`config.mk`:
```
export PLATFORM = sky130hd
export DESIGN_NAME = ram_arbiter
export DESIGN_NICKNAME = d
export VERILOG_FILES = /design/src/rtl/ram_arbiter.sv
export SDC_FILE = /design/constraint.sdc
export NUM_CORES = 1
export LEC_CHECK = 0
export BUFFER_PORTS_ARGS = -buffer_cell sky130_fd_sc_hd__buf_2
export CAP_MARGIN = 10
export CORE_UTILIZATION = 45
export CTS_CLUSTER_DIAMETER = 200
export CTS_CLUSTER_SIZE = 28
export DETAILED_ROUTE_END_ITERATION = 12
export GPL_TIMING_DRIVEN = 0
export HOLD_SLACK_MARGIN = 0.03
export SLEW_MARGIN = 10
export SYNTH_ARGS = -nofsm -noshare
export SYNTH_HDL_FRONTEND = slang
export SYNTH_SLANG_ARGS = --single-unit
```
`constraint.sdc`:
```
create_clock -name clk -period 2.74 [get_ports clk]
set_input_delay 0.137 -clock clk [delete_from_list [all_inputs] [get_ports clk]]
set_output_delay 0.137 -clock clk [all_outputs]
set_load 0.01 [all_outputs]
```
`src/rtl/ram_arbiter.sv`:
```
// Two-client arbiter in front of one shared single-port RAM.
// One operation in flight. A collision is resolved round-robin and the
// losing request is parked as pending, then issued straight from S3.
module ram_arbiter #(
  parameter int unsigned DW = 16,
  parameter int unsigned AW = 4
) (
  input  logic          clk,
  input  logic          rst,
  input  logic          start_0,
  input  logic          we_0,
  input  logic [AW-1:0] addr_0,
  input  logic [DW-1:0] wdata_0,
  input  logic          start_1,
  input  logic          we_1,
  input  logic [AW-1:0] addr_1,
  input  logic [DW-1:0] wdata_1,
  output logic          ready_0,
  output logic          done_0,
  output logic [DW-1:0] rdata_0,
  output logic          ready_1,
  output logic          done_1,
  output logic [DW-1:0] rdata_1
);

  localparam int unsigned DEPTH = 2 ** AW;

  typedef enum logic [1:0] {
    IDLE = 2'd0,
    S1   = 2'd1,
    S2   = 2'd2,
    S3   = 2'd3
  } state_t;

  state_t r_state;
  state_t w_next;

  // Shared storage; contents survive reset
  logic [DW-1:0] r_mem [DEPTH];

  // Operation currently in flight
  logic          r_we;
  logic [AW-1:0] r_addr;
  logic [DW-1:0] r_wdata;
  logic          r_id;

  // Parked losing request from a collision
  logic          r_pend;
  logic          r_pwe;
  logic [AW-1:0] r_paddr;
  logic [DW-1:0] r_pwdata;
  logic          r_pid;

  logic          r_rr;
  logic          r_ready;
  logic [1:0]    r_done;
  logic [DW-1:0] r_rdata_0;
  logic [DW-1:0] r_rdata_1;

  logic          w_accept;
  logic          w_collide;
  logic          w_gid;
  logic          w_issue_pend;
  logic          w_complete;

  // Granted / losing request fields selected by grant id
  logic          w_g_we;
  logic [AW-1:0] w_g_addr;
  logic [DW-1:0] w_g_wdata;
  logic          w_l_we;
  logic [AW-1:0] w_l_addr;
  logic [DW-1:0] w_l_wdata;

  // State register
  always_ff @(posedge clk or negedge rst) begin
    if (!rst) begin
      r_state <= IDLE;
    end else begin
      r_state <= w_next;
    end
  end

  // Next-state, arbitration and sequencing strobes
  always_comb begin
    w_next       = r_state;
    w_accept     = 1'b0;
    w_collide    = 1'b0;
    w_gid        = 1'b0;
    w_issue_pend = 1'b0;
    w_complete   = 1'b0;
    case (r_state)
      IDLE: begin
        if (!r_pend && (start_0 || start_1)) begin
          w_accept = 1'b1;
          w_next   = S1;
          if (start_0 && start_1) begin
            w_collide = 1'b1;
            w_gid     = r_rr;
          end else begin
            w_gid     = start_1;
          end
        end
      end
      S1: w_next = S2;
      S2: w_next = S3;
      S3: begin
        w_complete = 1'b1;
        if (r_pend) begin
          w_issue_pend = 1'b1;
          w_next       = S1;
        end else begin
          w_next       = IDLE;
        end
      end
      default: w_next = IDLE;
    endcase
  end

  // Request field muxes for the winner and the loser
  always_comb begin
    w_g_we    = w_gid ? we_1    : we_0;
    w_g_addr  = w_gid ? addr_1  : addr_0;
    w_g_wdata = w_gid ? wdata_1 : wdata_0;
    w_l_we    = w_gid ? we_0    : we_1;
    w_l_addr  = w_gid ? addr_0  : addr_1;
    w_l_wdata = w_gid ? wdata_0 : wdata_1;
  end

  // Request capture, pending slot, completion status and read results
  always_ff @(posedge clk or negedge rst) begin
    if (!rst) begin
      r_we      <= 1'b0;
      r_addr    <= '0;
      r_wdata   <= '0;
      r_id      <= 1'b0;
      r_pend    <= 1'b0;
      r_pwe     <= 1'b0;
      r_paddr   <= '0;
      r_pwdata  <= '0;
      r_pid     <= 1'b0;
      r_rr      <= 1'b0;
      r_ready   <= 1'b1;
      r_done    <= 2'b00;
      r_rdata_0 <= '0;
      r_rdata_1 <= '0;
    end else begin
      r_ready <= (w_next == IDLE);

      if (w_complete) begin
        r_done[r_id] <= 1'b1;
        if (!r_we) begin
          if (r_id) begin
            r_rdata_1 <= r_mem[r_addr];
          end else begin
            r_rdata_0 <= r_mem[r_addr];
          end
        end
      end

      if (w_accept) begin
        r_we          <= w_g_we;
        r_addr        <= w_g_addr;
        r_wdata       <= w_g_wdata;
        r_id          <= w_gid;
        r_rr          <= ~w_gid;
        r_done[w_gid] <= 1'b0;
        if (w_collide) begin
          r_pend         <= 1'b1;
          r_pwe          <= w_l_we;
          r_paddr        <= w_l_addr;
          r_pwdata       <= w_l_wdata;
          r_pid          <= ~w_gid;
          r_done[~w_gid] <= 1'b0;
        end
      end else if (w_issue_pend) begin
        r_we    <= r_pwe;
        r_addr  <= r_paddr;
        r_wdata <= r_pwdata;
        r_id    <= r_pid;
        r_pend  <= 1'b0;
      end
    end
  end

  // RAM write port; commits in the last step of a write
  always_ff @(posedge clk) begin
    if ((r_state == S3) && r_we) begin
      r_mem[r_addr] <= r_wdata;
    end
  end

  assign ready_0 = r_ready;
  assign ready_1 = r_ready;
  assign done_0  = r_done[0];
  assign done_1  = r_done[1];
  assign rdata_0 = r_rdata_0;
  assign rdata_1 = r_rdata_1;

endmodule

```
After elaboration in Yosys (flattened, before gate mapping)
Memory sizes are Yosys's and may differ from the RTL's.
Index checks and enable logic that the tools add are counted.

word-level totals
  bits in writable memories = 256
  register bits = 83
  output and inout bits = 36
  memories kept = 1

memories
  name   depth  width  rd ports  clocked after Yosys merged registers in  wr ports  RTL line  text
  r_mem  16     16     1         0                                        1         39        logic [DW-1:0] r_mem [DEPTH];

operators by class
  equality and inequality tests = 4
  magnitude comparators = 6
  bitwise operators = 8
  multiplexer cells = 42
  reductions and logical operators = 15

operators with widths
  kind                  count
  $mux W16              4
  $mux W1               26
  $mux W4               4
  $mux W2               4
  $pmux W2 S4           1
  $logic_and A1 B1 Y1   6
  $lt A1 B2 Y1 const B  3
  $reduce_and A3 Y1     2
  $and A2 B2 Y2         2
  $eq A2 B2 Y1 const B  2
  $logic_not A2 Y1      2
  $not A2 Y2            2
  $reduce_and A2 Y1     2
  $demux W1 S1          3
  $ge A1 B1 Y1 const B  3
  $not A1 Y1            3
  $eq A2 B1 Y1 const B  1
  $ne A2 B1 Y1 const B  1
  $or A2 B2 Y2          1
  $reduce_bool A2 Y1    1
  $logic_not A1 Y1      1
  $logic_or A1 B1 Y1    1

Logic depth before layout (Yosys ltp)
  word-level depth = 13
  gate-level depth with buffers = 8

Worst setup path before layout
No wires, ideal clock.

  kind = register to register
  from = register r_addr[1]
  to = memory r_mem[0][0], enable pin
  clock period less this slack = 2.668 ns
  setup time = 0.409 ns
  arrival = 2.259 ns
  cell stages (with the launch flop) = 5
  setup slack = 0.072 ns
  path buffers = 2
  cell sequence = dfrtp_1 clkbuf_1 clkbuf_1 or3_1 nor3_1

RTL lines
  item                    RTL line  text
  from (decl)             43        logic [AW-1:0] r_addr;
  from (signal assigned)  162       r_addr <= w_g_addr;
  from (signal assigned)  177       r_addr <= r_paddr;
  to (decl)               39

Straight into the memory's write port.

Worst setup path after layout
  from = register r_addr[1]
  to = memory r_mem[3][10], enable pin

Straight into the memory's write port.

==> flow_metrics.env <==
export IMPL_area_delta_synth_final_pct=16.0
export IMPL_finalPower_w=0.0159
export IMPL_critical_path_max_stage_delay_ns=0.53
export IMPL_cts_buffer_depth=3
export IMPL_regToRegEndpoint="r_mem[3][10]"
export IMPL_synth_seq_cells=339
export IMPL_htreeDepth=1
export IMPL_yosysUniqueCellTypes=40
export IMPL_avgRoutedWirePerCell_um=23.7
export IMPL_diodes=0
export IMPL_fin_crit_sh_pct=95.0
export IMPL_cts_root_buf="clkbuf_16"
export IMPL_cp_end_kind="flop"
export IMPL_peakVddDrop_mv=0.551
export IMPL_start_kind="flop"
export IMPL_syn_area_per_cell_um2=16.2
export IMPL_grt_usage_pct=21.9
export IMPL_final_hold_violation_count=0
export IMPL_die_h_um=175
export IMPL_worstPathRequired_ns=2.96
export IMPL_synth_area_mm2=0.0135
export IMPL_dp_hpwl_um=22300
export IMPL_powerDensity_mw_per_mm2=1010
export IMPL_synth_top_area_share_pct=56.9
export IMPL_clkLatencyLatePin_ns=0.51
export IMPL_synth_fp_nets=881
export IMPL_ant_nets=0
export IMPL_setup_tns_ns=0
export IMPL_holdWs_ns=0.0940
export IMPL_clk_pin_slew_ns=0.11
export IMPL_final_cell_mix="edfxtp_1, buf_2, dfrtp_1, nand2_1, a22oi_1"
export IMPL_grt_max_degree=55
export IMPL_start_util_pct=45.7
export IMPL_status="finished clean"
export IMPL_maxCapViolations=0
export IMPL_drive_above_1_share_pct=20.0
export IMPL_final_cell_area_mm2=0.0157
export IMPL_cts_buffers=16
export IMPL_synth_area_top_cells="edfxtp_1, dfrtp_1, mux2i_1"
export IMPL_routabilityCongestion=0.888
export IMPL_die_x_um=175
export IMPL_cpMaxStageDelayCell="nor3_4"
export IMPL_nets=1042
export IMPL_rr_startpoint="r_addr[1]"
export IMPL_rows=63
export IMPL_layout_min_cycle_time_ns=2.60
export IMPL_slew_headroom_pct=42.9
export IMPL_place_area_mm2=0.0147
export IMPL_routed_via_density=5.78
export IMPL_grt_pass1_vias=7985
export IMPL_min_path_type="in2async"
export IMPL_wirelength_um=33000
export IMPL_skew_ns=0.0284
export IMPL_arrival_ns=2.82
export IMPL_dr_first_iter_drc_count=676
export IMPL_leakagePower_nw=5.71
export IMPL_dp_cells=1321
export IMPL_dr_pass1_iters=5
export IMPL_cp_max_fo=10
export IMPL_drc=0
export IMPL_cp_cell_sequence="clkbuf_1, clkbuf_2, nand4_1, nor3_4, buf_4"
export IMPL_final_common_cell="edfxtp_1"
export IMPL_fmax_mhz=384
export IMPL_netlist_instances=832
export IMPL_reg2reg_slack_ns=0.14
export IMPL_report_final_slew_viol_count=0
export IMPL_synth_top_area_cell="edfxtp_1"
export IMPL_ios=82
export IMPL_cts_tree="done"
export IMPL_vias=8049
export IMPL_ys_warn_count=0
export IMPL_antenna_found_initial=0
export IMPL_rsz0062_at_grt="false"
export IMPL_die_area_mm2=0.0307
export IMPL_instances_no_fill=1393
export IMPL_r2r_cells=5
export IMPL_synth_seq_area_share_pct=72.3
export IMPL_setup_viol=0
export IMPL_overflow=0
export IMPL_worst_pin_slew_ns=0.854
export IMPL_crit_type="reg2reg"
export IMPL_cts_sinks=339
export IMPL_core_area_mm2=0.0296
export IMPL_numPortBuffers=79
export IMPL_grt_pass1_wl_um=49500
-- final cells by class --
class / count / area, um2
plain buffers: 56 / 265
inverters: 6 / 22.5
repair buffers: 144 / 1120
multi-input cells: 430 / 3510
clock buffers: 27 / 463
flip-flops and latches: 339 / 9770
clock inverters: 1 / 30.0
fillers: 2421 / 13900
well taps: 390 / 488
-- flip-flops by register name (all words and copies together), names as in the netlist --
| name | flops |
|---|---|
| rdata_0 | 16 |
| r_we | 1 |
| r_wdata | 16 |
| r_rr | 1 |
| r_pwdata | 16 |
| rdata_1 | 16 |
| r_done | 2 |
| r_pend | 1 |
| ready_0 | 1 |
| r_pid | 1 |
| r_mem | 256 |
| r_state | 2 |
| r_id | 1 |
| r_paddr | 4 |
| r_addr | 4 |
| r_pwe | 1 |
-- kinds of logic (layout without fill, tap and decap cells) --
| family | after synthesis | count (layout) | synth area share (%) |
|---|---|---|---|
| flip-flops | 339 | 339 | 72.3 |
| AND/OR/NAND/NOR | 152 | 152 | 4.90 |
| adder cells (fa/ha/maj) | 3 | 3 | 0.278 |
| buffers and inverters | 63 | 234 | 2.15 |
| multiplexers | 112 | 112 | 11.6 |
| AO/OA/AOI/OAI | 163 | 163 | 8.73 |
-- synth_stat cells (all sizes together) --
cell     number
and2          1
mux4         32
mux2         16
inv           6
nand3b        1
o21ai        24
nand4         2
or3b          1
o22ai        21
edfxtp      256
nor2         19
ha            3
a21o          1
and3          1
nand2b        3
a31oi         1
buf          23
a22oi        65
o21a          1
nor2b         4
dfstp         1
a211oi        2
mux2i        64
a221oi       21
dfrtp        82
a21oi         6
clkbuf       34
or3           2
nand3        34
nor3          4
a2bb2oi      20
nand2        80
a31o          1
-- per-stage QoR --
| stage | setup WS (ns) | utilization (%) |
|---|---|---|
| after floorplan | 0.0716 | - |
| after detailed placement | -0.337 | 49.8 |
| after global placement | -1.52 | 48.7 |
| final | 0.136 | 53.0 |
| after global routing | 0.0386 | 53.0 |
| after CTS | 0.0278 | 53.0 |
-- worst max-delay path: cells and delay by family (launching register included) --
family	cells	cell delay (ns)
flops	1	0.33
simple gates	2	0.88
buf+inv	3	1.09
-- per-layer routing --
| layer | track usage [%] | up-vias | wire length [um] |
|---|---|---|---|
| met5 | 0 | - | 0 |
| met4 | 4.93 | 0 | 676 |
| li1 | - | 3606 | - |
| met3 | 2.15 | 29 | 1610 |
| met2 | 36.7 | 265 | 16200 |
| met1 | 31.0 | 4149 | 14500 |
-- repair_timing --
action	CTS	global route
hold buffers	45	0
endpoints found under the setup margin	22	42
gates cloned	0	0
resized for setup	2	2
buffers inserted	0	0
hold endpoints to repair	128	0
-- worst max-delay path by stage --
stage,startpoint,end,slack (ns),cells past startpoint
2_1_floorplan,r_addr[1],r_mem[0][0],0.07,4
3_3_place_gp,r_addr[1],r_mem[1][7],-1.52,4
3_5_place_dp,r_addr[1],r_mem[3][6],-0.34,5
4_1_cts,r_state[1],rdata_1[12],0.03,7
5_1_grt,r_addr[1],r_mem[3][11],0.04,5
6_report,r_addr[1],r_mem[3][10],0.14,5
-- report_power, final --
group	internal (W)	leakage [nW]	switching [W]
sequential	0.00690	3.31	0.00107
combinational	0.00217	2.17	0.00297
clock	0.00120	0.233	0.00157
total	0.0103	5.71	0.00561
No activity file was read; power rests on OpenSTA's default activity.
